**config.mk**
```make
export PLATFORM = sky130hd
export DESIGN_NAME = fwd_hazard_unit
export DESIGN_NICKNAME = d
export VERILOG_FILES = /design/src/rtl/fwd_hazard_unit.sv
export SDC_FILE = /design/constraint.sdc
export NUM_CORES = 1
export LEC_CHECK = 0
export ABC_CLOCK_PERIOD_IN_PS = 2400
export CORE_MARGIN = 1
export CORE_UTILIZATION = 38
export DETAILED_ROUTE_END_ITERATION = 8
export GPL_ROUTABILITY_DRIVEN = 0
export PLACE_DENSITY_LB_ADDON = 0.05
export SETUP_SLACK_MARGIN = 0.1
export SYNTH_ARGS = -nofsm -noshare
export SYNTH_HDL_FRONTEND = slang
export SYNTH_SLANG_ARGS = --single-unit
```
**constraint.sdc**
```tcl
create_clock -name CLK -period 2.4 [get_ports CLK]
set_input_delay 0.24 -clock CLK [delete_from_list [all_inputs] [get_ports CLK]]
set_output_delay 0.24 -clock CLK [all_outputs]
set_load 0.005 [all_outputs]
```
**src/rtl/fwd_hazard_unit.sv**
```systemverilog
// Operand-forwarding select generation plus load-use and multi-cycle MUL/DIV stall control.
// FWD_SEL is registered so the select computed in ID steers the EX operand muxes next cycle.
module fwd_hazard_unit #(
    parameter int ADDR_W  = 5,
    parameter int NUM_SRC = 2,
    parameter int NUM_FWD = 2,
    parameter int SEL_W   = $clog2(NUM_FWD + 1),
    parameter int MD_LAT  = 4,
    parameter int CNT_W   = 16
) (
    input  logic                        CLK,
    input  logic                        RESET,
    input  logic                        ID_VALID,
    input  logic [NUM_SRC*ADDR_W-1:0]   SRC_ADDR_ID,
    input  logic [NUM_SRC-1:0]          SRC_USED_ID,
    input  logic [NUM_FWD*ADDR_W-1:0]   DEST_ADDR,
    input  logic [NUM_FWD-1:0]          DEST_WE,
    input  logic                        DEST_IS_LOAD,
    input  logic                        MD_START,
    output logic [NUM_SRC*SEL_W-1:0]    FWD_SEL,
    output logic                        STALL_ID,
    output logic                        FLUSH_EX,
    output logic                        MD_BUSY,
    output logic [CNT_W-1:0]            HAZARD_CNT
);

    localparam int MDC_W = (MD_LAT > 2) ? $clog2(MD_LAT) : 1;

    typedef enum logic {IDLE, MD_WAIT} state_e;

    state_e                             state_q;
    logic [MDC_W-1:0]                   md_cnt_q;
    logic [NUM_SRC-1:0][SEL_W-1:0]      fwd_sel_q;
    logic [NUM_SRC-1:0][SEL_W-1:0]      fwd_sel_d;
    logic                               flush_q;
    logic [CNT_W-1:0]                   hz_cnt_q;

    logic [NUM_SRC-1:0][NUM_FWD-1:0]    hit;
    logic                               lu;
    logic                               lu_act;
    logic                               lu_flush;
    logic                               md_wait;

    always_comb begin
        hit = '0;
        for (int i = 0; i < NUM_SRC; i++) begin
            for (int k = 0; k < NUM_FWD; k++) begin
                hit[i][k] = ID_VALID & SRC_USED_ID[i] & DEST_WE[k] &
                            (DEST_ADDR[k*ADDR_W +: ADDR_W] == SRC_ADDR_ID[i*ADDR_W +: ADDR_W]) &
                            (SRC_ADDR_ID[i*ADDR_W +: ADDR_W] != '0);
            end
        end
    end

    // Scan oldest to youngest so the lowest matching stage overwrites last and wins.
    always_comb begin
        fwd_sel_d = '0;
        for (int i = 0; i < NUM_SRC; i++) begin
            for (int k = NUM_FWD - 1; k >= 0; k--) begin
                if (hit[i][k]) fwd_sel_d[i] = SEL_W'(k + 1);
            end
        end
    end

    always_comb begin
        lu = 1'b0;
        for (int i = 0; i < NUM_SRC; i++) lu = lu | hit[i][0];
        lu = lu & DEST_IS_LOAD;
    end

    assign md_wait  = (state_q == MD_WAIT);
    assign lu_act   = lu & ~md_wait;
    // A MUL/DIV entering EX owns the slot, so no bubble is injected for a coincident load-use.
    assign lu_flush = lu_act & ~MD_START;

    assign STALL_ID   = ~RESET & (lu_act | md_wait);
    assign MD_BUSY    = md_wait;
    assign FLUSH_EX   = flush_q;
    assign FWD_SEL    = fwd_sel_q;
    assign HAZARD_CNT = hz_cnt_q;

    always_ff @(posedge CLK) begin
        if (RESET) begin
            state_q   <= IDLE;
            md_cnt_q  <= '0;
            fwd_sel_q <= '0;
            flush_q   <= 1'b0;
            hz_cnt_q  <= '0;
        end else begin
            case (state_q)
                IDLE: begin
                    if (MD_START) begin
                        state_q  <= MD_WAIT;
                        md_cnt_q <= MDC_W'(MD_LAT - 2);
                    end
                end
                MD_WAIT: begin
                    if (md_cnt_q == '0) state_q  <= IDLE;
                    else                md_cnt_q <= md_cnt_q - 1'b1;
                end
                default: state_q <= IDLE;
            endcase

            if (!md_wait) fwd_sel_q <= lu_flush ? '0 : fwd_sel_d;
            flush_q <= lu_flush;

            if (STALL_ID && (hz_cnt_q != '1)) hz_cnt_q <= hz_cnt_q + 1'b1;
        end
    end

endmodule

```
Yosys cells after proc, flatten, opt, wreduce, memory -nomap -nowiden
Cells that the tools add are included.
W data, S select, Z words.
{"block": "word_totals", "register_bits": 24, "input_bits": 29, "output_inout_bits": 23, "elab_cells": 54}
{"block": "op_classes", "add_sub_neg": 2, "n_eq_ne": 7, "n_mux": 11, "bitwise": 23, "n_reduce_logical": 5}
{"operator": "$eq A5 B5 Y1", "n": 4}
{"operator": "$and A1 B1 Y1", "n": 18}
{"operator": "$add A16 B1 Y16 const B", "n": 1}
{"operator": "$ne A16 B16 Y1 const B", "n": 1}
{"operator": "$mux W2", "n": 6}
{"operator": "$reduce_bool A5 Y1", "n": 2}
{"operator": "$mux W4", "n": 1}
{"operator": "$ne A2 B2 Y1 const B", "n": 2}
{"operator": "$pmux W2 S2", "n": 1}
{"operator": "$not A1 Y1", "n": 3}
{"operator": "$logic_not A2 Y1", "n": 1}
{"operator": "$mux W1", "n": 2}
{"operator": "$or A1 B1 Y1", "n": 2}
{"operator": "$pmux W1 S2", "n": 1}
{"operator": "$reduce_and A2 Y1", "n": 1}
{"operator": "$sub A2 B1 Y2 const B", "n": 1}
{"operator": "$logic_and A1 B1 Y1", "n": 1}

Depth between registers and ports, before layout
{"block": "depth", "ltp_word": 10, "mapped_depth": 7, "depth_no_buf": 6}

Least setup slack after synthesis
No wires, ideal clock.
{"block": "synth_path", "path_kind": "input to register", "startpoint": "input port SRC_ADDR_ID[6]", "endpoint": "register hz_cnt_q[6], in the netlist HAZARD_CNT[6]", "setup_ns": 0.121, "arrival_ns": 1.794, "t_required_ns": 2.279, "path_slack_ns": 0.484, "stages": 7, "n_path_buf": 1, "path_cell_list": "or4_1 -> o211ai_2 -> nor3_2 -> o21ai_4 -> buf_6 -> a21oi_2 -> mux2_4"}
{"block": "synth_via", "elab_chain_cells": 9}
{"item": "start: declaration", "line_no": "14", "rtl": "input logic [NUM_SRC*ADDR_W-1:0] SRC_ADDR_ID,"}
{"item": "$eq A5 B5 Y1", "line_no": "49", "rtl": "(DEST_ADDR[k*ADDR_W +: ADDR_W] == SRC_ADDR_ID[i*ADDR_W +: ADDR_W]) &"}
{"item": "$and A1 B1 Y1", "line_no": "48", "rtl": "hit[i][k] = ID_VALID & SRC_USED_ID[i] & DEST_WE[k] &"}
{"item": "$and A1 B1 Y1 (*)", "line_no": "49"}
{"item": "$or A1 B1 Y1 (*)", "line_no": "67", "rtl": "for (int i = 0; i < NUM_SRC; i++) lu = lu | hit[i][0];"}
{"item": "$and A1 B1 Y1 (*)", "line_no": "68", "rtl": "lu = lu & DEST_IS_LOAD;"}
{"item": "$and A1 B1 Y1 (*)", "line_no": "72", "rtl": "assign lu_act = lu & ~md_wait;"}
{"item": "$or A1 B1 Y1 (*)", "line_no": "76", "rtl": "assign STALL_ID = ~RESET & (lu_act | md_wait);"}
{"item": "$and A1 B1 Y1 (*)", "line_no": "76"}
{"item": "$logic_and A1 B1 Y1 (*)", "line_no": "107", "rtl": "if (STALL_ID && (hz_cnt_q != '1)) hz_cnt_q <= hz_cnt_q + 1'b1;"}
{"item": "end signal: assignment", "line_no": "107"}
{"item": "end: declaration", "line_no": "36", "rtl": "logic [CNT_W-1:0] hz_cnt_q;"}
Every way passes the cells marked *; elsewhere a longest branch is shown, timed or not.
A chain may end at the register's enable or synchronous reset.

Final worst setup path
{"block": "layout_path", "startpoint": "input port SRC_ADDR_ID[9]", "endpoint": "output port STALL_ID"}
{"block": "layout_via", "elab_chain_cells": 8}
{"item": "$eq A5 B5 Y1", "line_no": "49"}
{"item": "$and A1 B1 Y1", "line_no": "48"}
{"item": "$and A1 B1 Y1 (*)", "line_no": "49"}
{"item": "$or A1 B1 Y1 (*)", "line_no": "67"}
{"item": "$and A1 B1 Y1 (*)", "line_no": "68"}
{"item": "$and A1 B1 Y1 (*)", "line_no": "72"}
{"item": "$or A1 B1 Y1 (*)", "line_no": "76"}
{"item": "$and A1 B1 Y1 (*)", "line_no": "76"}
{"item": "end: declaration", "line_no": "21", "rtl": "output logic STALL_ID,"}
Marked as above.

==> metrics <==
Hold Crit Class=register to register; TritonCTS Buffers=3; Setup Viol. Count Final=0; fill count=348; drc violations=0; PD cells=400 mW/mm^2; unrepaired setup endpoints after global routing=false; crit path capture=STALL_ID; R2R Path End=HAZARD_CNT[12]; most common library cells after synthesis=dfxtp_1, nor2b_1, a21oi_1, nor2_1; CORE AREA=0.00403 sq mm; post-synth top area share=0.299; Crit Path Class=primary input to output pin; ys async rst share=0; Max Slew Vio Count=0; post-synth net total=220; die width=67.1 um; clk_lat worst skew=0.27 ns; Max VDD drop=316 uV; CTS tree=built; clock sink total=24; via count=1,628; synth top area cells=dfxtp_1, xnor2_1, mux2_2, nor2b_1, xor2_1; CP endpoint kind=output pin; setup TNS=0 ns; global-route usage over all layers=0.209; R2R Path Start=HAZARD_CNT[0]; CTS H-tree lvls=1; Seq/Total Area, Yosys=0.299; Cell Area, Placed=0.00232 sq mm; row cnt=23; flop2flop setup slack=0.34 ns; Pre-antenna DRT Iters=4; final setup margin=0.181 ns; final WL=4420 um; cell count after placement=305; Ports=52; Port Buffers=51; antenna cells=0; Final Cycle Share=0.925; clk_skew=0.00404 ns; required time worst endpoint=2.16 ns; Crit Path Max Fanout=3; post-DP HPWL=3290 um; fin cells=311; Slew @ Worst Pin=0.394 ns; layout cells sized above 1=0.215; cts hold-fix bufs=0; vias in the first global route=1,567; yosys warns=0; Starting Density=0.399; largest net degree at the start of global routing=39; Worst setup SP type=primary input; Post-Layout Inst Area=0.00245 sq mm; Final min period=2.22 ns; most frequent cell after synthesis=dfxtp_1; Post-synth EDFFs=0; CTS Buffer Depth=2; Routed Antenna Nets=0; WP data arrival=1.98 ns; crit path launch=SRC_ADDR_ID[9]; status=completed; initial drt markers=104; Synth Cell Area=0.00161 sq mm; die area=0.00450 sq mm; vias per cell=5.23; Seq cells post-synth=24; syn_area_per_cell=8.51 sq um; leading area contributor after synthesis=dfxtp_1; Max-slew headroom=0.731; Reg2Reg Depth=6; WL per Instance=14.2 um; Area Growth Syn to Fin=52.6%; count of cell types in the netlist=40; Die Y=67.1 um; Post-Syn Instances=189; initial antenna violation count=0; nets@finish=293; Place WS=-0.198 ns; Max Cap Violations=0; global-route wire length before repair=7240 um; Clock transition at path regs=0.09 ns; total grt overflow=0; CTS Root Cell=clkbuf_8; Top FF cell, synth=dfxtp_1; leakage power=0.915 nW; Final Hold Viols=0; highest clock rate=451 MHz
-- what timing repair did --
action                                  CTS  global route
pin swaps                                 2             5
endpoints found under the setup margin    3             3
buffers inserted                          2             0
resized for setup                         8            10
-- power breakdown --
part           internal [mW]  switching, mW
sequential             0.407        0.00793
clock                  0.223          0.134
combinational          0.116         0.0950
-- state kept, by name (all words and copies together) (netlist names) --
signal,count
MD_BUSY,1
FWD_SEL,4
md_cnt_q,2
HAZARD_CNT,16
FLUSH_EX,1
-- layout by cell type (no fill, tap or decap), types with 3 or more instances in the layout --
cell and n:
a211oi_1 3, a21oi_1 12, a21oi_2 5, and3_1 4
buf_4 25, clkbuf_8 3, clkdlybuf4s50_1 44, dfxtp_1 24
dlygate4sd2_1 5, inv_1 4, mux2_2 9, mux2_4 4
nand2_1 12, nand2b_1 4, nand3_1 11, nand4_1 6
nor2_1 13, nor2b_1 15, nor3_1 3, nor4_1 3
o21ai_0 4, xnor2_1 12, xor2_1 8
-- worst max-delay path, stage by stage --
cell and delay [ns]:
clkdlybuf4s50_1 0.46, or4_4 0.45, o211ai_4 0.24, nor3_4 0.09, o21ai_4 0.16, a21oi_2 0.08, dlygate4sd2_1 0.27
-- through the flow --
| step | hold WS [ns] | util | total power, mW |
|---|---|---|---|
| after CTS | 0.447 | 0.598 | 0.988 |
| after detailed placement | 0.430 | 0.575 | 0.627 |
| final | 0.446 | 0.609 | 0.982 |
| after global routing | 0.485 | 0.609 | 1.03 |
| after floorplan | 0.319 | - | 0.513 |
| after global placement | 0.422 | 0.575 | 0.620 |
-- routing by layer --
metal  vias to the layer above  GRT usage  wire, um
met5                         -          0         0
met4                         0     0.0399        21
met3                         2     0.0360       293
met2                        40      0.368      2130
met1                       762      0.264      1980
li1                        824          -         -
-- cell families after synthesis --
group | after synthesis | synth area share
XOR/XNOR | 20 | 0.109
adder cells (fa/ha/maj) | 2 | 0.0155
AND/OR/NAND/NOR | 79 | 0.268
multiplexers | 14 | 0.107
flip-flops | 24 | 0.299
AO/OA/AOI/OAI | 37 | 0.166
buffers and inverters | 13 | 0.0358
-- worst min path at each step --
stage                        endpoint  depth (start not counted)  slack (ns)   startpoint
after global routing      md_cnt_q[0]                          1        0.49  md_cnt_q[0]
after detailed placement  md_cnt_q[0]                          1        0.43  md_cnt_q[0]
final                     md_cnt_q[0]                          1        0.45  md_cnt_q[0]
after CTS                 md_cnt_q[0]                          1        0.45  md_cnt_q[0]
after global placement    md_cnt_q[0]                          1        0.42  md_cnt_q[0]
after floorplan              FLUSH_EX                          1        0.32     MD_START
-- area by class of cell --
| cell class | count | area [sq um] | area share |
|---|---|---|---|
| clock inverter | 1 | 30.0 | 0.0122 |
| multi-input combinational | 152 | 1120 | 0.458 |
| tap | 50 | 62.6 | 0.0255 |
| clock buffer | 3 | 41.3 | 0.0168 |
| sequential | 24 | 480 | 0.196 |
| timing repair buffer | 76 | 697 | 0.284 |
| inverter | 5 | 18.8 | 0.00765 |
No activity file was read; power rests on OpenSTA's default activity.
==> edit: new RTL, same settings <==
The parameter `NUM_FWD` goes from 2 to 4.
--- a/src/rtl/fwd_hazard_unit.sv
+++ b/src/rtl/fwd_hazard_unit.sv
@@ -3,7 +3,7 @@
 module fwd_hazard_unit #(
     parameter int ADDR_W  = 5,
     parameter int NUM_SRC = 2,
-    parameter int NUM_FWD = 2,
+    parameter int NUM_FWD = 4,
     parameter int SEL_W   = $clog2(NUM_FWD + 1),
     parameter int MD_LAT  = 4,
     parameter int CNT_W   = 16
Ports: changed (resized DEST_ADDR, DEST_WE and FWD_SEL); port bits go from 52 to 66. The function was not compared with the original's and may differ.
==> edit against the original RTL <==
Critical endpoint is now HAZARD_CNT[11]$_SDFFE_PP0P_. Area after synthesis increased by 27%. Utilization down 0.44 points. Final cell count is 30% higher. Power up 0.75%. Highest routed layer unchanged. Wire length is 24% higher. Sequential cell count increased by 2. Worst setup slack better by 60 ps. Fmax rose by 2.8%. Largest cell class unchanged. Final area rose by 27%.
==> edit: results (changes against the original RTL) <==
[status]
status=completed

[detailed_routing]
vias_per_cell=5.06  ; -3.3%
routed_wl_um=5500  ; +24%
wl_met2_um=2620  ; +23%
wl_met1_um=2590  ; +31%
met3_length_um=175  ; -40%
ant_nets=0  ; unchanged
post_drt_wl_per_cell_um=13.6  ; -4.2%
drtIter0Drc=56  ; -46%
firstDrtPassIters=4  ; unchanged

[worst_setup_path]
slowest_delay_ps=460  ; about the same
worst_r2r_endpoint=HAZARD_CNT[5]$_SDFFE_PP0P_
reg2reg_slack_ps=380  ; +40 ps
crit_end=HAZARD_CNT[11]$_SDFFE_PP0P_
crit_path_top_delay_cell=or4b_1
r2r-start=HAZARD_CNT[1]$_SDFFE_PP0P_
crit_fanout=4  ; +1
crit_arrival_ps=2380  ; +400 ps
r2r_cells=8  ; +2
crit_path_start=SRC_ADDR_ID[9]

[synth]
synthTopCellsByArea=dfxtp_1 26%, xnor2_1 14%, nor2_1 4.8%
yosysWarnings=0  ; unchanged
synth_top_cells_by_count=33 x xnor2_1, 26 x dfxtp_1, 26 x nor2_1
async_flop_share=0  ; unchanged
syn_avg_cell_area_sq_um=8.28  ; -2.7%
synthDistinctLibCells=47  ; +18%
synth.most_common_cell=xnor2_1
ys.flop_type=dfxtp_1
yosysSeqAreaShare=0.256  ; -0.0431
syn-num-nets=289  ; +31%

[clock_network]
clk_latency_ps=270  ; about the same
path_clk_slew_ps=90  ; about the same
postCtsSetupRepairBufs=4  ; +2
htreeDepth=1  ; unchanged
cts-resized-gates=16  ; +8

[layout]
final_nets=379  ; +29%
largest_reg_flops=16  ; unchanged
drive_above_1_share=0.195  ; -0.0199
n_antenna_cell=0  ; unchanged

[placement]
dp_slack_ps=-308  ; -110 ps
hpwlAfterDp_um=4370  ; +33%
place_area_sq_um=2950  ; +27%
port-buffer-count=65  ; +27%
placed_cells=396  ; +30%

[timing]
tightest_slew_ps=516  ; +122 ps
skew_ps=10.9  ; +6.89 ps
final.setup.worst_slack_ps=241  ; +59.9 ps
timing.hold.ws_ps=473  ; +27.0 ps
slew_viol_final=0  ; unchanged

[pwr]
vdd.ir_drop.worst_mv=0.204  ; -35%
p_leak_nw=1.34  ; +46%

[min_path]
hp-start=FWD_SEL[1]$_SDFFE_PP0N_
hold_path_depth=2  ; +1
min_path_type=reg -> reg
holdPathEnd=FWD_SEL[1]$_SDFFE_PP0N_

[global_route]
grt_max_degree=33  ; -15%
grt_pass1_wl_um=9160  ; +27%
grt_pass1_vias=1998  ; +28%
grt_usage=0.212  ; +0.00236

==> edit: per-layer routing <==
layer	track usage	up-vias
met4	0.0638	0
met1	0.269	942
met2	0.369	44
met3	0.0321	8
met5	0	-
li1	-	1052
==> edit: cells by family after synthesis <==
logic type,synth area share
buffers and inverters,0.0620
adders and majority gates,0.0123
and+or+nand+nor,0.268
DFF,0.256
AOI/OAI and AO/OA,0.141
muxes,0.0848
xor gates and xnor gates,0.176
==> edit: critical path, delay by kind of cell <==
| kind | cells | cell delay (ps) |
|---|---|---|
| simple gates | 4 | 1160 |
| buf+inv | 4 | 710 |
| compound gates | 2 | 270 |
==> edit: report_power, final <==
group / switching, mW / internal, mW / leakage, nW
Clock: 0.138 / 0.113 / 0.0216
Combinational: 0.132 / 0.162 / 1.11
Sequential: 0.00472 / 0.439 / 0.210
==> edit: final cells by class <==
type,count,area [sq um]
tap,70,87.6
timing repair buffer,104,962
sequential,26,520
fill,505,2030
multi-input combinational,193,1470
inverter,8,30.0
clock buffer,3,41.3
